`src/rtl/regfile_pkg.sv`:
```
// Shared types for the two-requester register file.
// Holds the FSM state type and the requester count.
package regfile_pkg;

  typedef enum logic {
    INIT = 1'b0,
    RUN  = 1'b1
  } rf_state_t;

  localparam int NUM_REQ = 2;

endpackage

```
`src/rtl/rr_arbiter2.sv`:
```
// Two-way round-robin arbiter with a registered priority pointer.
// Grant is combinational on req and is one-hot or zero.
module rr_arbiter2
  import regfile_pkg::*;
(
  input  logic               clk,
  input  logic               rst,
  input  logic [NUM_REQ-1:0] req,
  input  logic               advance,
  output logic [NUM_REQ-1:0] grant
);

  logic r_prio;

  always_comb begin
    grant = '0;
    if (req[0] & (~req[1] | ~r_prio)) begin
      grant[0] = 1'b1;
    end else if (req[1]) begin
      grant[1] = 1'b1;
    end
  end

  // Winner drops to low priority; pointer only moves on a real transfer.
  always_ff @(posedge clk) begin
    if (rst) begin
      r_prio <= 1'b0;
    end else if (advance & (|grant)) begin
      r_prio <= grant[0];
    end
  end

endmodule

```
`src/rtl/regfile_arbiter.sv`:
```
// Single-port register array shared by two valid/ready requesters.
// Zero-fills on reset, then serves one round-robin access per cycle.
module regfile_arbiter
  import regfile_pkg::*;
#(
  parameter int DATA_WIDTH = 8,
  parameter int ADDR_WIDTH = 2
) (
  input  logic                          clk,
  input  logic                          rst,
  input  logic [NUM_REQ-1:0]            req_valid,
  input  logic [NUM_REQ-1:0]            req_write,
  input  logic [NUM_REQ*ADDR_WIDTH-1:0] req_addr,
  input  logic [NUM_REQ*DATA_WIDTH-1:0] req_wdata,
  output logic [NUM_REQ-1:0]            req_ready,
  output logic [NUM_REQ-1:0]            resp_valid,
  output logic [DATA_WIDTH-1:0]         resp_rdata,
  output logic                          init_done
);

  localparam int DEPTH = 2 ** ADDR_WIDTH;
  localparam logic [ADDR_WIDTH-1:0] LAST = ADDR_WIDTH'(DEPTH - 1);

  rf_state_t               r_state;
  logic [ADDR_WIDTH-1:0]   r_init_cnt;
  logic                    r_init_done;
  logic [NUM_REQ-1:0]      r_resp_valid;
  logic [DATA_WIDTH-1:0]   r_resp_rdata;
  logic [DATA_WIDTH-1:0]   r_mem [DEPTH];

  logic [NUM_REQ-1:0]      w_grant;
  logic                    w_fire;
  logic                    w_idx;
  logic                    w_write;
  logic [ADDR_WIDTH-1:0]   w_addr;
  logic [DATA_WIDTH-1:0]   w_wdata;

  rr_arbiter2 u_arb (
    .clk     (clk),
    .rst     (rst),
    .req     (req_valid),
    .advance (r_init_done),
    .grant   (w_grant)
  );

  assign req_ready = w_grant & {NUM_REQ{r_init_done}};
  assign w_fire    = |req_ready;
  assign w_idx     = req_ready[1];
  assign w_write   = w_idx ? req_write[1] : req_write[0];
  assign w_addr    = w_idx ? req_addr[2*ADDR_WIDTH-1:ADDR_WIDTH]
                           : req_addr[ADDR_WIDTH-1:0];
  assign w_wdata   = w_idx ? req_wdata[2*DATA_WIDTH-1:DATA_WIDTH]
                           : req_wdata[DATA_WIDTH-1:0];

  always_ff @(posedge clk) begin
    if (rst) begin
      r_state      <= INIT;
      r_init_cnt   <= '0;
      r_init_done  <= 1'b0;
      r_resp_valid <= '0;
      r_resp_rdata <= '0;
    end else begin
      unique case (r_state)
        INIT: begin
          r_init_cnt   <= r_init_cnt + 1'b1;
          r_resp_valid <= '0;
          r_resp_rdata <= '0;
          if (r_init_cnt == LAST) begin
            r_state     <= RUN;
            r_init_done <= 1'b1;
          end
        end
        RUN: begin
          r_resp_valid <= req_ready;
          r_resp_rdata <= (w_fire & ~w_write) ? r_mem[w_addr] : '0;
        end
        default: begin
          r_state <= INIT;
        end
      endcase
    end
  end

  // Storage has no reset of its own; the INIT sweep clears it.
  always_ff @(posedge clk) begin
    if (r_state == INIT) begin
      r_mem[r_init_cnt] <= '0;
    end else if (w_fire & w_write & ~rst) begin
      r_mem[w_addr] <= w_wdata;
    end
  end

  assign resp_valid = r_resp_valid;
  assign resp_rdata = r_resp_rdata;
  assign init_done  = r_init_done;

endmodule

```
`config.mk`:
```
export PLATFORM = sky130hd
export DESIGN_NAME = regfile_arbiter
export DESIGN_NICKNAME = d
export VERILOG_FILES = /design/src/rtl/regfile_pkg.sv /design/src/rtl/rr_arbiter2.sv /design/src/rtl/regfile_arbiter.sv
export SDC_FILE = /design/constraint.sdc
export NUM_CORES = 1
export LEC_CHECK = 0
export ABC_CLOCK_PERIOD_IN_PS = 3100
export BUFFER_PORTS_ARGS = -buffer_cell sky130_fd_sc_hd__buf_2
export CORE_ASPECT_RATIO = 0.6
export CORE_MARGIN = 8
export CORE_UTILIZATION = 32
export CTS_CLUSTER_SIZE = 25
export DETAILED_ROUTE_END_ITERATION = 7
export PLACE_DENSITY = 0.56
export SLEW_MARGIN = 0
export SYNTH_ARGS = -nofsm -noshare
export SYNTH_HDL_FRONTEND = slang
export SYNTH_SLANG_ARGS = --single-unit
```
`constraint.sdc`:
```
create_clock -name clk -period 3.1 [get_ports clk]
set_clock_uncertainty 0.05 [all_clocks]
set_input_delay 0.62 -clock clk [delete_from_list [all_inputs] [get_ports clk]]
set_output_delay 0.62 -clock clk [all_outputs]
set_load 0.02 [all_outputs]
```
# ---- Word level (Yosys, flattened, before mapping)
# Memories as Yosys holds them, arrays and structs flattened.
# Cells that the tools add are included.
dict set report word_totals {
  ff_bits 15
  output_inout_bits 13
  mem_count 1
  wordCells 43
  ramBits 32
}
dict set report classes {
  n_reduce_logical 4
  addsub 1
  eq_ne 1
  muxes 18
  n_bitwise 12
}
# name depth word_bits rd rd_clocked_by_memory_dff write_ports line
set mem_list {}
lappend mem_list {r_mem 4 8 1 0 1 regfile_arbiter.sv:29} ;# logic [DATA_WIDTH-1:0] r_mem [DEPTH];
# cell count
set ops {}
lappend ops {{$mux 8} 3}
lappend ops {{$pmux 8 s2} 1}
lappend ops {{$mux 1} 11}
lappend ops {{$reduce_or 8->1} 1}
lappend ops {{$and 1x1->1} 5}
lappend ops {{$not 1->1} 5}
lappend ops {{$mux 2} 2}
lappend ops {{$pmux 2 s2} 1}
lappend ops {{$reduce_or 2->1} 2}
lappend ops {{$add 2x1->2 const B} 1}
lappend ops {{$and 2x2->2} 1}
lappend ops {{$eq 2x2->1 const B} 1}
lappend ops {{$reduce_and 2->1} 1}
lappend ops {{$or 1x1->1} 1}

# ---- Depth between registers and ports, before layout
# Gate-level depths: netlist (run 1).
dict set report logic_depth {
  ltp_word 13
  ltp_mapped 7
  ltp_nobuf 5
}

# ---- Cells and area by module
# A second synthesis (run 1) with hierarchy kept.
dict set report hier_totals {
  cells_unflattened 157
  hier_area_um2 1985.7
}
# mod seq_area_each_um2 area_each_um2 n_inst cells_per_inst
set modules_own_cells {}
lappend modules_own_cells {regfile_arbiter 1241.2 1920.6 1 150}
lappend modules_own_cells {rr_arbiter2 20.0 65.1 1 7}

# ---- Worst setup path after synthesis (run 1)
# Ideal clock, no wire load.
dict set report synth_timing {
  kind {input -> register}
  from {in req_valid[0]}
  to {mem r_mem[3][0], enable pin}
  arrival_time_ns 2.079
  cell_stages 6
  path_slack_ns 0.583
  t_required_ns 2.662
  cell_sequence {nor2b_1 > buf_4 > o21ai_4 > a21bo_2 > buf_6 > o32ai_1}
}
dict set report synth_between {
  elab_chain_len 11
  word_cells_on_any_way 15
  cone_classes {mux (9); bitwise (4); reduce/logical (2)}
}
# item line
set synth_rtl {}
lappend synth_rtl {{from (decl)} regfile_arbiter.sv:11} ;# input logic [NUM_REQ-1:0] req_valid,
lappend synth_rtl {{$and 1x1->1 *} rr_arbiter2.sv:17} ;# if (req[0] & (~req[1] | ~r_prio)) begin
lappend synth_rtl {{$mux 1} rr_arbiter2.sv:17}
lappend synth_rtl {{$and 2x2->2 *} regfile_arbiter.sv:46} ;# assign req_ready = w_grant & {NUM_REQ{r_init_done}};
lappend synth_rtl {{$reduce_or 2->1 / $mux 1 (equally long branches)} {regfile_arbiter.sv:47, regfile_arbiter.sv:49}}
lappend synth_rtl {{$and 1x1->1 (2 in series)} regfile_arbiter.sv:88} ;# end else if (w_fire & w_write & ~rst) begin
lappend synth_rtl {{$mux 1} regfile_arbiter.sv:88}
lappend synth_rtl {{$mux 1} regfile_arbiter.sv:86} ;# if (r_state == INIT) begin
lappend synth_rtl {{$mux 1 (not written as such)} regfile_arbiter.sv:89} ;# r_mem[w_addr] <= w_wdata;
lappend synth_rtl {{$reduce_or 8->1 (no line)} n/a}
lappend synth_rtl {{$mux 2 (no line) / $mux 1 (equally long branches)} n/a}
lappend synth_rtl {{to (decl)} regfile_arbiter.sv:29}
# Every way passes the cells marked *; elsewhere a longest branch is shown, timed or not.

# ---- Worst setup path in the final report (run 1)
dict set report layout_timing {
  from {reg r_init_done (netlist: init_done)}
  to {out req_ready[1]}
}
dict set report layout_between {
  elab_chain_len 1
}
# item line
set layout_rtl {}
lappend layout_rtl {{from (decl)} regfile_arbiter.sv:26} ;# logic r_init_done;
lappend layout_rtl {{from (signal assigned)} regfile_arbiter.sv:59} ;# r_init_done <= 1'b0;
lappend layout_rtl {{from (signal assigned)} regfile_arbiter.sv:70} ;# r_init_done <= 1'b1;
lappend layout_rtl {{$and 2x2->2} regfile_arbiter.sv:46}
lappend layout_rtl {{to (decl)} regfile_arbiter.sv:15} ;# output logic [NUM_REQ-1:0] req_ready,
# No other way between the ends.

==> results of run 1 <==
==> path summary, 6_finish.rpt <==
path                         startpoint                    endpoint  slack (ps)
max              init_done$_SDFFE_PP0P_                req_ready[1]         500
min          r_init_cnt[0]$_SDFFE_PP0N_  r_init_cnt[0]$_SDFFE_PP0N_         440
max reg2reg      init_done$_SDFFE_PP0P_       r_mem[1][3]$_DFFE_PP_         640
min reg2reg  r_init_cnt[0]$_SDFFE_PP0N_  r_init_cnt[0]$_SDFFE_PP0N_         440
==> layout by cell type, fill, tap and decap left out, drive strengths merged, types with 2 or more instances in the layout <==
master,n
a21oi,20
buf,47
a211oi,17
o21ai,2
nand2b,34
nor2,9
nand3,3
edfxtp,32
dfxtp,15
inv,4
clkbuf,5
o211ai,8
nand2,54
mux2i,2
clkinv,2
o32ai,4
a22oi,16
o22ai,8
==> registers in the layout, summed over array words and instances, names as in the netlist <==
register	cells
r_init_cnt	2
r_mem	32
r_state	1
resp_rdata	8
u_arb.r_prio	1
init_done	1
resp_valid	2
==> cells by family (layout without fill, tap and decap cells) <==
group / Yosys count / after routing / share of synthesized area
compound gates: 77 / 77 / 0.219
fa+ha+maj: 1 / 1 / 0.00508
mux: 3 / 3 / 0.0142
simple gates: 105 / 105 / 0.209
buf+inv: 19 / 58 / 0.0402
flops: 47 / 47 / 0.512
==> per-stage QoR <==
step	area (um2)	cells	utilization	power, mW	setup slack [ps]
final	2910	395	0.395	1.52	497
after detailed placement	2760	387	0.375	0.988	473
after CTS	2910	395	0.395	1.52	511
after global placement	2760	387	0.375	0.990	520
after global routing	2910	395	0.395	1.58	363
after floorplan	2460	252	-	0.906	583
==> layout make-up <==
type,instances,share of cell area
clock buffer,5,0.0430
clock inverter,3,0.00774
inverter,3,0.00387
multi-input combinational,186,0.378
sequential,47,0.434
tap,104,0.0447
timing repair buffer,47,0.0886
==> critical path, stage by stage (launching register included) <==
cell and delay, ps:
dfxtp_1 460, and2_1 460, nand2_2 300, clkinv_1 230, buf_2 190
==> metal layers <==
metal / track usage / wire length (um)
met1: 0.197 / 3630
met2: 0.148 / 2400
met3: 0.0383 / 613
met4: 0.0424 / 70
met5: 0 / 0
==> power breakdown <==
part / total (mW) / switching [mW] / internal (mW)
registers: 0.771 / 0.0434 / 0.728
clock network: 0.541 / 0.238 / 0.303
logic: 0.208 / 0.122 / 0.0859
total: 1.52 / 0.403 / 1.12
==> results_dict.tcl, run 1 <==
set metrics [dict create \
    run_status "finished, final reports clean" \
    dp_hpwl_um 4820 \
    core_region_area_um2 7360 \
    portion_of_the_clock_cycle_consumed_by_the_worst_path_in_the_final_layout 0.840 \
    final.fill_count 726 \
    die-width_um 129 \
    post_detailed_route_wirelength_per_cell_um 17.0 \
    critPathCaptureType "output pin" \
    first_global_vias 1874 \
    numCtsBuffers 5 \
    routed_wl_um 6720 \
    portBuffers 38 \
    root_buffer "clkbuf_16" \
    rsz_0062_raised_after_global_routing "no" \
    wire_length_of_the_first_global_routing_pass_um 10300 \
    number_of_standard_cells_after_synthesis 252 \
    vdd_drop_max_mv 0.225 \
    setup_total_negative_slack_ps 0 \
    cts_hold_repair.buffers 0 \
    grt_remaining_overflow 0 \
    clk-insertion-delay-late_ps 290 \
    die_area_um2 10800 \
    clkSlewWorstSetupHoldPaths_ps 60 \
    cts.sink_count 47 \
    netlist.area_leader.share 0.390 \
    number_of_levels_in_the_clock_h_tree 2 \
    first_iter_violations 288 \
    num_rows 24 \
    drc 0 \
    synth_enable_flop_cells 32 \
    ys_ff_latch 47 \
    netlist_top_cells_area "edfxtp_1 (39%), dfxtp_1 (12%), nand2b_1 (8.4%), nand2_1 (7.9%), a211oi_1 (5.2%)" \
    gp_routability_congestion 0.802 \
    pin_count_of_the_biggest_net_entering_global_routing 35 \
    synth_async_sr_flop_share 0 \
    initial_utilization 0.335 \
    syn-num-nets 279 \
    static-leakage-power_nw 1.12 \
    final_hold_viol_count 0 \
    p_per_area_nw_per_um2 522 \
    area_of_the_multi_input_gates_um2 1100 \
    layout.nets 317 \
    maxSlewHeadroom 0.645 \
    timing.final.max_slew_violations 0 \
    final_layout_size_suffix_gt1_frac 0.223 \
    worstSetupStartpointType "register" \
    detailroute.via_count 2005 \
    achievable-frequency_mhz 384 \
    post_synthesis_instance_area_um2 2460 \
    synth-seq-area-share 0.512 \
    timing.reg2reg.worst_path_depth 5 \
    floorplan.io_pins 39 \
    postcts_setup_bufs 0 \
    cts_tree "built" \
    fp.dieH_um 83.9 \
    worst-path-max-fanout 12 \
    ys.flop_type "edfxtp_1" \
    min_path_cells 2 \
    max_cap_viol_count 0 \
    fin_crit_ps 2600 \
    netlist_top_cells_count "nand2_1 (52), nand2b_1 (33), edfxtp_1 (32)" \
    cts-resized-gates 0 \
    syn2layout_area_growth_pct 18.2 \
    final.hold.worst_slack_ps 444 \
    syn-mean-instance-area_um2 9.77 \
    synthMostInstantiatedCell "nand2_1" \
    yosysWarningCount 0 \
    synthDistinctLibCells 32 \
    drt-vias-per-instance 5.08 \
    clock_path_buffers 2 \
    worst_pin_slew_ps 533 \
    regArea_um2 1260 \
    detail-route-antenna-nets 0 \
    grt_use_total 0.125 \
    setup_viol 0 \
    dr.pass1.iters 5 \
    antenna_found_initial 0 \
    timing.critical_path.arrival_ps 1930 \
    hp-class "register to register" \
    cp_data_required_time_ps 2430 \
    num_antenna_cells 0 \
    synth_top_cell_by_area "edfxtp_1" \
    worst-setup-path-type "register to output pin" \
]
No activity file was read; power rests on OpenSTA's default activity.
==> run 2, diff against run 1 <==
- ABC_CLOCK_PERIOD_IN_PS: 3100 -> 2290
- PLACE_DENSITY: 0.56 -> 0.58
- clock period: 3.1 -> 2.29 ns (I/O delays scaled with it)
==> results_dict.tcl, run 2 (synthesized netlist as in run 1, its figures left out) <==
set metrics [dict create \
    run_status "finished, final reports clean" \
    portion_of_the_clock_cycle_consumed_by_the_worst_path_in_the_final_layout 0.900 \
    root_buffer "clkbuf_16" \
    timing.critical_path.arrival_ps 1550 \
    cts.sink_count 47 \
    achievable-frequency_mhz 485 \
    post_detailed_route_wirelength_per_cell_um 16.9 \
    grt_use_total 0.127 \
    detail-route-antenna-nets 0 \
    detailroute.via_count 2057 \
    fin_crit_ps 2060 \
    num_rows 24 \
    cpLargestDelayFamily "buffers and inverters" \
    final_hold_viol_count 0 \
    drc 0 \
    initial_utilization 0.335 \
    portBuffers 38 \
    syn2layout_area_growth_pct 22.4 \
    worst-setup-path-type "register to output pin" \
    antenna_found_initial 0 \
    first_iter_violations 208 \
    layout.nets 329 \
    registers.top_by_ff_count "r_mem" \
    maxSlewHeadroom 0.676 \
    pin_count_of_the_biggest_net_entering_global_routing 35 \
    placement.setup.worst_slack_ps 125 \
    final.fill_count 717 \
    setup_viol 0 \
    num_antenna_cells 0 \
    floorplan.io_pins 39 \
    clk-insertion-delay-late_ps 290 \
    regArea_um2 1260 \
    final_layout_size_suffix_gt1_frac 0.257 \
    dp_hpwl_um 5170 \
    number_of_levels_in_the_clock_h_tree 2 \
    max_cap_viol_count 0 \
    routed_wl_um 6880 \
    die-width_um 129 \
    fin_util 0.409 \
    critPathCaptureType "output pin" \
    layout.cells.most_common_list "nand2_1 (52), buf_2 (38), nand2b_1 (33), edfxtp_1 (32), buf_4 (21)" \
    p_per_area_nw_per_um2 694 \
    worstSetupStartpointType "register" \
    static-leakage-power_nw 1.18 \
    cts_tree "built" \
    clock_path_buffers 2 \
    postcts_setup_bufs 0 \
    worst_pin_slew_ps 485 \
    drt-vias-per-instance 5.05 \
    rsz_0062_raised_after_global_routing "no" \
    first_global_vias 1846 \
    dr.pass1.iters 5 \
    grt_remaining_overflow 0 \
    worstPathCellList "nand2b_1 -> nand2_2 -> clkinv_1 -> buf_2" \
    worst_case_setup_margin_in_the_final_layout_ps 229 \
    cts-resized-gates 0 \
    layout_commonest_cell "nand2_1" \
    cp_data_required_time_ps 1780 \
    die_area_um2 10800 \
    area_of_the_multi_input_gates_um2 1110 \
    gp_routability_congestion 0.793 \
    critical_path.max_stage_delay_ps 350 \
    timing.final.max_slew_violations 0 \
    core_region_area_um2 7360 \
    fp.dieH_um 83.9 \
    hp-class "input port to register" \
    worst-path-max-fanout 9 \
    timing.critical_path.buf_inv 2 \
    clkSlewWorstSetupHoldPaths_ps 70 \
    cts_hold_repair.buffers 0 \
    largest_register_ffs 32 \
    wire_length_of_the_first_global_routing_pass_um 10400 \
    numCtsBuffers 5 \
    critical_path.slowest_cell "dfxtp_1" \
    vdd_drop_max_mv 0.421 \
]
[run 2: cell count changes in the layout (fill, tap and decap cells not counted), sizes merged]
cell	previous run	this run
buf	47	59
clkinv	2	1
clkinvlp	0	1
[run 2: report_power, final]
| part | internal (mW) | switching (mW) | total, mW |
|---|---|---|---|
| logic | 0.124 | 0.171 | 0.294 |
| clock network | 0.416 | 0.336 | 0.752 |
| registers | 0.985 | 0.0591 | 1.04 |
[run 2: per-stage QoR]
step	hold slack [ps]	TNS (ps)	total power, mW	instances	cell area, um2
2_1_floorplan	414	-2330	1.23	252	2470
3_3_place_gp	434	0	1.35	399	2860
3_5_place_dp	442	0	1.35	399	2860
4_1_cts	355	0	2.10	407	3010
5_1_grt	375	0	2.18	407	3010
6_report	354	0	2.09	407	3010
[run 2: path summary, 6_finish.rpt]
kind | slack (ps) | endpoint | start | cells past startpoint
setup reg to reg | 260 | r_mem[1][5]$_DFFE_PP_ | u_arb.r_prio$_SDFFE_PP0P_ | 6
hold / removal | 350 | r_init_cnt[0]$_SDFFE_PP0N_ | rst | 2
setup / recovery | 230 | req_ready[1] | u_arb.r_prio$_SDFFE_PP0P_ | 4
hold reg to reg | 450 | r_init_cnt[0]$_SDFFE_PP0N_ | r_init_cnt[0]$_SDFFE_PP0N_ | 2
[run 2: layout make-up]
| class | instances | share of cell area |
|---|---|---|
| Timing Repair Buffer | 59 | 0.115 |
| Tap cell | 104 | 0.0432 |
| Multi-Input combinational cell | 186 | 0.368 |
| Inverter | 3 | 0.00374 |
| Clock inverter | 3 | 0.00914 |
| Sequential cell | 47 | 0.419 |
| Clock buffer | 5 | 0.0415 |
[run 2: metal layers]
layer,track usage,wire length (um),part of all wire,vias to the layer above
li1,-,-,-,1021
met1,0.218,3860,0.56,910
met2,0.129,2170,0.32,120
met3,0.0453,813,0.12,6
met4,0.0255,35,0.0051,0
met5,0,0,0,-
==> run 3, diff against run 2 <==
- ABC_CLOCK_PERIOD_IN_PS: 2290 -> 1680
- clock period: 2.29 -> 1.68 ns (I/O delays scaled with it)
==> results_dict.tcl, run 3 (synthesized netlist as in run 1, its figures left out) <==
set metrics [dict create \
    run_status "finished with violations" \
    violations "setup timing" \
    clkSlewWorstSetupHoldPaths_ps 70 \
    worstSetupStartpointType "register" \
    clock_path_buffers 2 \
    antenna_found_initial 0 \
    maxSlewHeadroom 0.818 \
    worst_pin_slew_ps 271 \
    r2r_end "r_mem[1][5]$_DFFE_PP_" \
    static-leakage-power_nw 1.37 \
    floorplan.io_pins 39 \
    critical_path.max_stage_delay_ps 380 \
    initial_utilization 0.335 \
    die_area_um2 10800 \
    drt-vias-per-instance 5.00 \
    core_region_area_um2 7360 \
    num_rows 24 \
    clk-insertion-delay-late_ps 290 \
    total_power_mw 3.02 \
    number_of_levels_in_the_clock_h_tree 2 \
    cp_data_required_time_ps 1640 \
    fp.dieH_um 83.9 \
    portion_of_the_clock_cycle_consumed_by_the_worst_path_in_the_final_layout 1.04 \
    vdd_drop_max_mv 0.504 \
    critical_path.slowest_cell "dfxtp_4" \
    hp-class "input port to register" \
    placement.setup.worst_slack_ps -243 \
    cts_hold_repair.buffers 0 \
    first_iter_violations 254 \
    layout.cells.most_common_list "nand2_1 (51), buf_4 (42), buf_2 (37), nand2b_1 (32), edfxtp_1 (32)" \
    layout.nets 356 \
    root_buffer "clkbuf_16" \
    critical_path.endpoint "r_mem[1][5]$_DFFE_PP_" \
    largest_register_ffs 32 \
    regToRegStartpoint "init_done$_SDFFE_PP0P_" \
    detail-route-antenna-nets 0 \
    final_layout_size_suffix_gt1_frac 0.373 \
    registers.top_by_ff_count "r_mem" \
    drc 0 \
    dr.pass1.iters 4 \
    cts.sink_count 47 \
    timing.critical_path.arrival_ps 1710 \
    setup_viol 64 \
    post_detailed_route_wirelength_per_cell_um 16.8 \
    grt_use_total 0.138 \
    detailroute.via_count 2168 \
    dp_hpwl_um 5440 \
    worst-path-max-fanout 8 \
    die-width_um 129 \
    wire_length_of_the_first_global_routing_pass_um 11500 \
    max_cap_viol_count 0 \
    portBuffers 38 \
    worst-setup-path-type "register to register" \
    fin_crit_ps 1750 \
    timing.reg2reg.worst_path_depth 5 \
    placedInstanceArea_um2 3160 \
    numCtsBuffers 5 \
    grt_remaining_overflow 0 \
    critPathCaptureType "register" \
    num_antenna_cells 0 \
    timing.final.max_slew_violations 0 \
    setup_slack_of_the_worst_register_to_register_path_ps -70 \
    worst_case_setup_margin_in_the_final_layout_ps -74.6 \
    worstSetupStartpoint "init_done$_SDFFE_PP0P_" \
    cts_tree "built" \
    rsz_0062_raised_after_global_routing "yes" \
    worstPathCellList "and2_4 -> nand3_2 -> a21bo_4 -> o32ai_4 -> buf_12" \
    p_per_area_nw_per_um2 875 \
    syn2layout_area_growth_pct 40.0 \
    post-route-cell-area_um2 3450 \
    layout_commonest_cell "nand2_1" \
    gp_routability_congestion 0.811 \
    achievable-frequency_mhz 570 \
    pin_count_of_the_biggest_net_entering_global_routing 32 \
    routed_wl_um 7280 \
    final_hold_viol_count 0 \
    first_global_vias 2004 \
]
==> run 3: cell types whose count changed in the layout (fill, tap and decap cells not counted), sizes merged <==
cell and delta:
inv +1, clkinvlp -1, buf +27
==> run 3: per-layer routing <==
metal  vias up  GRT usage  part of all wire
met4         0     0.0265            0.0063
li1       1071          -                 -
met1      1014      0.221              0.56
met2        78      0.161              0.36
met5         -          0                 0
met3         5     0.0485             0.076
==> run 3: final cells by class <==
| cell class | count | area (um2) |
|---|---|---|
| repair buffers | 86 | 618 |
| well taps | 104 | 130 |
| fillers | 693 | 3910 |
| clock buffers | 5 | 125 |
| inverters | 3 | 23.8 |
| multi-input cells | 186 | 1250 |
| flip-flops and latches | 47 | 1270 |
| clock inverters | 3 | 28.8 |
==> run 3: worst min path at each step <==
stage	startpoint	to	slack, ps	depth (start not counted)
after CTS	rst	init_done$_SDFFE_PP0P_	290	3
after global routing	rst	init_done$_SDFFE_PP0P_	300	3
after global placement	r_init_cnt[0]$_SDFFE_PP0N_	r_init_cnt[0]$_SDFFE_PP0N_	430	2
after floorplan	rst	init_done$_SDFFE_PP0P_	350	1
final	rst	init_done$_SDFFE_PP0P_	290	3
after detailed placement	r_init_cnt[0]$_SDFFE_PP0N_	r_init_cnt[0]$_SDFFE_PP0N_	440	2
==> run 3: repair_timing <==
item | 4_1_cts | 5_1_grt
pin swaps | 7 | 4
resized for setup | 5 | 13
setup endpoints to repair | 65 | 65
buffers inserted | 4 | 5
==> run 3: critical path, delay by kind of cell (launching register included) <==
kind | cells | cell delay, ps
compound gates | 2 | 590
buf+inv | 1 | 160
flops | 1 | 380
simple gates | 2 | 290
==> run 3: where the power goes <==
part           leakage [nW]  internal [mW]  switching [mW]
Clock                0.0767          0.573           0.461
Combinational         0.848          0.272           0.290
Sequential            0.443           1.34          0.0772
==> run 3: through the flow <==
step,TNS [ps],cells,utilization,hold slack (ps)
floorplan,-4640,252,-,349
global placement,-10340,417,0.430,428
detailed placement,-12430,417,0.430,440
CTS,-4470,429,0.457,285
global route,-6440,434,0.468,302
finish,-2450,434,0.468,286
